**src/rtl/seg_pkg.sv**
```systemverilog
// Shared constants, 7-segment decode and FSM state type for the BCD display path.
package seg_pkg;

  localparam int NUM_DIGITS = 8;
  localparam int BCD_DIGITS = 10;

  localparam logic [7:0] SEG_0     = 8'hC0;
  localparam logic [7:0] SEG_1     = 8'hF9;
  localparam logic [7:0] SEG_2     = 8'hA4;
  localparam logic [7:0] SEG_3     = 8'hB0;
  localparam logic [7:0] SEG_4     = 8'h99;
  localparam logic [7:0] SEG_5     = 8'h92;
  localparam logic [7:0] SEG_6     = 8'h82;
  localparam logic [7:0] SEG_7     = 8'hF8;
  localparam logic [7:0] SEG_8     = 8'h80;
  localparam logic [7:0] SEG_9     = 8'h90;
  localparam logic [7:0] SEG_DASH  = 8'hBF;
  localparam logic [7:0] SEG_BLANK = 8'hFF;

  typedef enum logic [1:0] {
    IDLE   = 2'd0,
    CONV   = 2'd1,
    COMMIT = 2'd2
  } state_t;

  function automatic logic [7:0] seg_decode(input logic [3:0] digit);
    logic [7:0] seg;
    case (digit)
      4'd0:    seg = SEG_0;
      4'd1:    seg = SEG_1;
      4'd2:    seg = SEG_2;
      4'd3:    seg = SEG_3;
      4'd4:    seg = SEG_4;
      4'd5:    seg = SEG_5;
      4'd6:    seg = SEG_6;
      4'd7:    seg = SEG_7;
      4'd8:    seg = SEG_8;
      4'd9:    seg = SEG_9;
      default: seg = SEG_BLANK;
    endcase
    return seg;
  endfunction

endpackage

```
**src/rtl/bin2bcd_seq.sv**
```systemverilog
// Iterative 32-bit binary to 10-digit BCD converter (shift-add-3, one bit per clock).
// done is high for exactly the one cycle spent in COMMIT, while bcd holds the final result.
module bin2bcd_seq
  import seg_pkg::*;
(
  input  logic        clk,
  input  logic        rst,
  input  logic        start,
  input  logic [31:0] bin,
  output logic        busy,
  output logic        done,
  output logic [39:0] bcd
);

  state_t      r_state;
  logic [4:0]  r_cnt;
  logic        r_busy;
  logic        r_done;
  logic [31:0] r_bin;
  logic [39:0] r_bcd;
  logic [39:0] w_bcd_adj;

  always_comb begin
    w_bcd_adj = r_bcd;
    for (int i = 0; i < BCD_DIGITS; i++) begin
      if (r_bcd[i*4 +: 4] >= 4'd5)
        w_bcd_adj[i*4 +: 4] = r_bcd[i*4 +: 4] + 4'd3;
    end
  end

  always_ff @(posedge clk) begin
    if (!rst) begin
      r_state <= IDLE;
      r_cnt   <= '0;
      r_busy  <= 1'b0;
      r_done  <= 1'b0;
    end else begin
      case (r_state)
        IDLE: begin
          r_done <= 1'b0;
          if (start) begin
            r_bin   <= bin;
            r_bcd   <= '0;
            r_cnt   <= '0;
            r_busy  <= 1'b1;
            r_state <= CONV;
          end
        end
        CONV: begin
          {r_bcd, r_bin} <= {w_bcd_adj[38:0], r_bin, 1'b0};
          r_cnt          <= r_cnt + 5'd1;
          if (r_cnt == 5'd31) begin
            r_done  <= 1'b1;
            r_state <= COMMIT;
          end
        end
        COMMIT: begin
          r_done  <= 1'b0;
          r_busy  <= 1'b0;
          r_state <= IDLE;
        end
        default: r_state <= IDLE;
      endcase
    end
  end

  assign busy = r_busy;
  assign done = r_done;
  assign bcd  = r_bcd;

endmodule

```
**src/rtl/seg_display_bcd.sv**
```systemverilog
// Decimal readout of a 32-bit sum on eight multiplexed active-low 7-segment digits.
// Define SEG_LEADING_ZERO_BLANK_EN to blank digits above the most significant non-zero one.
module seg_display_bcd
  import seg_pkg::*;
#(
  parameter int SCAN_DIV = 50000
) (
  input  logic        clk,
  input  logic        rst,
  input  logic        load,
  input  logic [31:0] value,
  output logic        busy,
  output logic        done,
  output logic        ovf,
  output logic [7:0]  AN,
  output logic [7:0]  SEG
);

  localparam int TICK_W = (SCAN_DIV > 1) ? $clog2(SCAN_DIV) : 1;

  logic        w_conv_busy;
  logic        w_conv_done;
  logic [39:0] w_bcd;

  logic [31:0]       r_buf;
  logic              r_ovf;
  logic              r_done;
  logic [TICK_W-1:0] r_tick;
  logic [2:0]        r_idx;
  logic [7:0]        r_an;
  logic [7:0]        r_seg;
  logic [3:0]        w_digit;

  bin2bcd_seq u_bin2bcd (
    .clk   (clk),
    .rst   (rst),
    .start (load),
    .bin   (value),
    .busy  (w_conv_busy),
    .done  (w_conv_done),
    .bcd   (w_bcd)
  );

  // Second buffer: the screen keeps the last result until the converter commits.
  always_ff @(posedge clk) begin
    if (!rst) begin
      r_buf  <= '0;
      r_ovf  <= 1'b0;
      r_done <= 1'b0;
    end else begin
      r_done <= w_conv_done;
      if (w_conv_done) begin
        r_buf <= w_bcd[31:0];
        r_ovf <= |w_bcd[39:32];
      end
    end
  end

  assign w_digit = r_buf[{r_idx, 2'b00} +: 4];

`ifdef SEG_LEADING_ZERO_BLANK_EN
  logic [2:0] w_msd;

  always_comb begin
    w_msd = 3'd0;
    for (int i = 1; i < NUM_DIGITS; i++) begin
      if (r_buf[i*4 +: 4] != 4'd0)
        w_msd = 3'(i);
    end
  end
`endif

  always_ff @(posedge clk) begin
    if (!rst) begin
      r_tick <= '0;
      r_idx  <= '0;
      r_an   <= 8'hFF;
      r_seg  <= SEG_BLANK;
    end else begin
      if (r_tick == TICK_W'(SCAN_DIV - 1)) begin
        r_tick <= '0;
        r_idx  <= r_idx + 3'd1;
      end else begin
        r_tick <= r_tick + TICK_W'(1);
      end
      r_an  <= ~(8'b1 << r_idx);
      r_seg <= r_ovf ? SEG_DASH : seg_decode(w_digit);
`ifdef SEG_LEADING_ZERO_BLANK_EN
      if (!r_ovf && (r_idx > w_msd)) begin
        r_an  <= 8'hFF;
        r_seg <= SEG_BLANK;
      end
`endif
    end
  end

  assign busy = w_conv_busy;
  assign done = r_done;
  assign ovf  = r_ovf;
  assign AN   = r_an;
  assign SEG  = r_seg;

endmodule

```
**config.mk**
```make
export PLATFORM = sky130hd
export DESIGN_NAME = seg_display_bcd
export DESIGN_NICKNAME = d
export VERILOG_FILES = /design/src/rtl/seg_pkg.sv /design/src/rtl/bin2bcd_seq.sv /design/src/rtl/seg_display_bcd.sv
export SDC_FILE = /design/constraint.sdc
export NUM_CORES = 1
export LEC_CHECK = 0
export CORE_MARGIN = 2
export CORE_UTILIZATION = 50
export CTS_BUF_LIST = sky130_fd_sc_hd__clkbuf_4
export CTS_CLUSTER_SIZE = 8
export DETAILED_ROUTE_END_ITERATION = 16
export MAX_ROUTING_LAYER = met4
export PLACE_DENSITY = 0.79
export SLEW_MARGIN = 20
export SYNTH_ARGS = -nofsm -noshare
export SYNTH_HDL_FRONTEND = slang
export SYNTH_SLANG_ARGS = --single-unit
```
**constraint.sdc**
```tcl
create_clock -name clk -period 10.6 [get_ports clk]
set_clock_uncertainty 0.2 [all_clocks]
set_input_delay 2.12 -clock clk [delete_from_list [all_inputs] [get_ports clk]]
set_output_delay 2.12 -clock clk [all_outputs]
set_load 0.005 [all_outputs]
```
; After elaboration in Yosys (flattened, before gate mapping)
; Memory sizes are Yosys's and may differ from the RTL's.
; Index checks and enable logic that the tools add are counted.
[classes]
add_sub_neg = 13
order_cmp = 10
eq_ne = 6
shifts = 2
muxes = 24
bitwise_logic = 2
n_reduce_logical = 13
[op_table]
columns = op, n
row1 = $pmux 40 s2, 1
row2 = $pmux 32 s2, 1
row3 = $ge 4x3->1 const B, 10
row4 = $mux 40, 1
row5 = $add 4x2->4 const B, 9
row6 = $mux 4, 9
row7 = $mux 32, 1
row8 = $shiftx 32x6->4, 1
row9 = $add 16x1->16 const B, 1
row10 = $eq 16x16->1 const B, 1
row11 = $pmux 5 s2, 1
row12 = $not 8->8, 1
row13 = $reduce_and 2->1, 4
row14 = $reduce_or 8->1, 1
row15 = $shl 1x3->8 const A, 1
row16 = $mux 7, 1
row17 = $reduce_bool 2->1, 3
row18 = $reduce_or 2->1, 3
row19 = $add 5x1->5 const B, 1
row20 = $eq 5x5->1 const B, 1
row21 = $mux 5, 1
row22 = $mux 2, 2
row23 = $pmux 1 s2, 2
row24 = $pmux 2 s2, 1
row25 = other kinds (11), 12
[totals]
regBits = 150
rom_bits = 112
output_inout_bits = 19
word_cells = 85
memories = 1
[memory_table]
columns = memory, depth, width, read_ports, rd_clocked_by_memory_dff, wr, line_no
row1 = (name not given), 16, 7, 1, 0, 0, seg_pkg.sv:28  ; case (digit)

; Depth between registers and ports, before layout
[logic_depth]
ltp_word = 4
depth_mapped = 8
ltp_nobuf = 7

; By module
; A second synthesis with hierarchy kept.
[hier_totals]
cells_unflattened = 691
hier_area_um2 = 7126.8
[modules_own_cells]
columns = module, n_inst, cells_per_inst, area_per_inst_um2, seq_area_each_um2
row1 = bin2bcd_seq, 1, 409, 4100.2, 2342.2
row2 = seg_display_bcd, 1, 282, 3026.7, 1361.3

; Worst setup path before layout
; No wires, ideal clock.
[synth_timing]
path_kind = input port to flip-flop
from = input rst
to = register u_bin2bcd.r_bcd[0], in the netlist u_bin2bcd.bcd[0] (enable)
setup_time_ns = 0.503
arrival_time_ns = 5.538
required_ns = 9.897
slack_ns = 4.359
stages = 4
n_path_buf = 2
path_cell_list = inv_1 > clkbuf_8 > clkbuf_1 > nor2_1
[synth_via]
elab_chain_len = 1
[synth_rtl]
columns = element, line_no
row1 = from (decl), seg_display_bcd.sv:9  ; input logic rst,
row2 = $reduce_and 3->1 (no source line), -
row3 = to (signal assigned), bin2bcd_seq.sv:50  ; {r_bcd, r_bin} <= {w_bcd_adj[38:0], r_bin, 1'b0};
row4 = to (decl), bin2bcd_seq.sv:20  ; logic [39:0] r_bcd;
; No other way between the ends.
; A chain may end at the register's enable or synchronous reset.

; Worst setup path after layout
[layout_timing]
from = register r_ovf, in the netlist ovf
to = output ovf
[layout_lines]
columns = element, line_no
row1 = from (decl), seg_display_bcd.sv:26  ; logic r_ovf;
row2 = from (signal assigned), seg_display_bcd.sv:54  ; r_ovf <= |w_bcd[39:32];
row3 = to (decl), seg_display_bcd.sv:14  ; output logic ovf,
; No word-level cell between the ends.

==> qor.yml <==
timing:
  finalCritPeriodShare: 0.363
  fin_crit_ps: 3850
  setup_viol: 0
  slew_headroom: 0.313
  holdWs_ps: 259
  rsz0062_at_grt: "no"
  drv_slew: 0
  tns_ps: 0
  hold_violations: 0
  timing.fmax_mhz: 260
  setup_slack_ps: 6750
  worst_pin_slew_ps: 1030
power_and_ir_drop:
  clock_power_share: 0.345
  p_comb_frac: 0.085
  p_int_mw: 0.866
  p_leak_nw: 3.10
  pwr_density_cell_nw_per_um2: 143
  ir_drop_mv: 0.0740
  p_switching_mw: 0.269
  p_seq_frac: 0.570
  netSwitchingFraction: 0.237
clocking:
  cts_tree: "done"
  numCtsBuffers: 17
  postCtsResizedCells: 0
  clk_latency_ps: 570
  cts_hold_buf: 0
  cts.sinks: 149
  cts_buffer_depth: 2
  postCtsSetupBuffers: 0
  root_buffer: "clkbuf_4"
  clkSlewWorstSetupHoldPaths_ps: 120
  htree_levels: 4
final_layout:
  layout-drive-gt1-share: 0.0701
  final_util: 0.578
  multi_input_comb_area_um2: 3020
  n_fill_cell: 1160
  nets: 787
  num_antenna_cells: 0
  syn_to_final_growth_pct: 13.9
  area.sequential_um2: 3700
detailed_routing:
  drtIter0Drc: 332
  vias_per_cell: 5.17
  ant_nets: 0
  drc: 0
  routed_wl_um: 12000
  dr.pass1.iters: 5
  vias: 4696
  wl_per_cell_um: 13.2
setup_path:
  startpoint_type: "flop"
  worstPathArrival_ps: 1530
  required_ps: 8280
  worst-setup-path-type: "reg -> out"
  crit_path_end_kind: "output port"
  path_max_fanout: 5
  crit_family: "buffers and inverters"
  path_buf_inv: 1
  max_stage_delay_ps: 540
  worstPathCellList: "clkdlybuf4s50_1"
  slowest_stage: "clkdlybuf4s50_1"
logic_synthesis:
  syn_avg_cell_area_um2: 10.4
  synth_flop_cell: "dfxtp_1"
  synth.distinct_cells: 49
  syn_inst: 668
  synthesis.nets: 740
  synth_edf_count: 72
  ys_seq_elements: 149
  async_flop_share: 0
  netlist_area_um2: 6970
  ys_seq_area_frac: 0.532
  yosysWarnings: 0
global_routing:
  grt_max_degree: 73
  overflow: 0
  grt_pass1_vias: 4518
  antenna_found_initial: 0
  grt_pass1_wl_um: 20500
  track_usage: 0.179
flow_run:
  drv_cap: 0
die:
  num_rows: 43
  dieArea_um2: 14900
  fp.dieH_um: 122
  io_pins: 54
  core_um2: 13700
  die_x_um: 122
  start_util: 0.508
place:
  place_congestion: 0.770
  dp_hpwl_um: 8200
  portBuffers: 52
  dp_slack_ps: 6200
run_status:
  status: "complete, no violations"
hold_path:
  hold_class: "reg -> reg"
[power groups by stage]
stage	sequential [mW]	clock (mW)	combinational, mW
global placement	0.659	0	0.0902
CTS	0.647	0.401	0.0977
detailed placement	0.660	0	0.0970
floorplan	0.656	0	0.0649
global route	0.650	0.424	0.110
finish	0.647	0.392	0.0961
[metrics by stage]
step,std cells,power (mW),area (um^2)
6_report,908,1.14,7940
5_1_grt,908,1.18,7940
4_1_cts,908,1.15,7940
3_5_place_dp,876,0.757,7610
3_3_place_gp,876,0.749,7610
2_1_floorplan,668,0.721,6970
[sequential cells by signal, summed over array words and instances (netlist names), 2 cells and up]
name / cells
r_buf: 32
r_tick: 16
u_bin2bcd.r_cnt: 5
SEG: 7
u_bin2bcd.bcd: 40
r_idx: 3
u_bin2bcd.r_bin: 32
AN: 8
u_bin2bcd.r_state: 2
[metal layers]
layer,routed length [um],track usage,share of wire
met1,5560,0.224,0.46
met2,5730,0.279,0.48
met3,546,0.0506,0.045
met4,178,0.0647,0.015
met5,0,-,0
[path summary, 6_finish.rpt]
check	from	end	slack [ps]	cells past startpoint
worst min register to register	r_tick[0]$_SDFF_PP0_	r_tick[0]$_SDFF_PP0_	260	1
worst max-delay path	ovf$_SDFFE_PN0P_	ovf	6750	1
worst min-delay path	r_tick[0]$_SDFF_PP0_	r_tick[0]$_SDFF_PP0_	260	1
worst max register to register	r_idx[0]$_SDFFE_PN0N_	SEG[6]$_SDFF_PN1_	7770	6
[cell type report]
| cell class | count | area share |
|---|---|---|
| repair buffers | 56 | 0.0694 |
| clock inverters | 13 | 0.0229 |
| inverters | 30 | 0.0142 |
| flip-flops and latches | 149 | 0.467 |
| well taps | 180 | 0.0284 |
| multi-input cells | 461 | 0.380 |
| clock buffers | 19 | 0.0180 |
[cells in the mapped netlist, types with 2 or more instances]
| library cell | count | area share |
|---|---|---|
| a211oi_1 | 12 | 0.013 |
| a21oi_1 | 29 | 0.021 |
| a22oi_1 | 4 | 0.0043 |
| and2_1 | 4 | 0.0036 |
| and3_1 | 8 | 0.0072 |
| buf_6 | 2 | 0.0032 |
| clkbuf_1 | 23 | 0.012 |
| clkbuf_8 | 2 | 0.0040 |
| dfxtp_1 | 77 | 0.22 |
| edfxtp_1 | 72 | 0.31 |
| ha_1 | 37 | 0.066 |
| inv_1 | 29 | 0.016 |
| mux2_2 | 2 | 0.0032 |
| mux2_4 | 2 | 0.0043 |
| mux2i_1 | 37 | 0.053 |
| mux4_1 | 4 | 0.015 |
| mux4_2 | 4 | 0.013 |
| nand2_1 | 123 | 0.066 |
| nand2b_1 | 12 | 0.011 |
| nand3_1 | 8 | 0.0057 |
| nand4_1 | 6 | 0.0054 |
| nor2_1 | 81 | 0.044 |
| nor2b_1 | 11 | 0.0099 |
| nor3_1 | 10 | 0.0072 |
| nor4bb_1 | 2 | 0.0029 |
| o21ai_0 | 13 | 0.0093 |
| or3_1 | 2 | 0.0018 |
| xnor2_1 | 14 | 0.018 |
| xor2_1 | 18 | 0.023 |
[cell usage in the layout (no fill, tap or decap), types with 5 or more instances in the layout]
| cell | netlist | routed |
|---|---|---|
| a211oi_1 | 12 | 12 |
| a21oi_1 | 29 | 29 |
| and3_1 | 8 | 8 |
| clkbuf_4 | 0 | 19 |
| clkdlybuf4s50_1 | 0 | 52 |
| clkinv_2 | 0 | 5 |
| dfxtp_1 | 77 | 76 |
| edfxtp_1 | 72 | 72 |
| ha_1 | 37 | 37 |
| inv_1 | 29 | 29 |
| mux2i_1 | 37 | 37 |
| nand2_1 | 123 | 123 |
| nand2b_1 | 12 | 11 |
| nand3_1 | 8 | 8 |
| nand4_1 | 6 | 6 |
| nor2_1 | 81 | 79 |
| nor2b_1 | 11 | 11 |
| nor3_1 | 10 | 10 |
| o21ai_0 | 13 | 13 |
| xnor2_1 | 14 | 14 |
| xor2_1 | 18 | 18 |
[cells by family after synthesis]
kind of cell / synth area share
buf+inv: 0.0368
xor+xnor: 0.0402
compound gates: 0.0575
fa+ha+maj: 0.0665
simple gates: 0.173
flops: 0.532
mux: 0.0936
other cells: 0.000538
(Power assumes the default switching activity.)
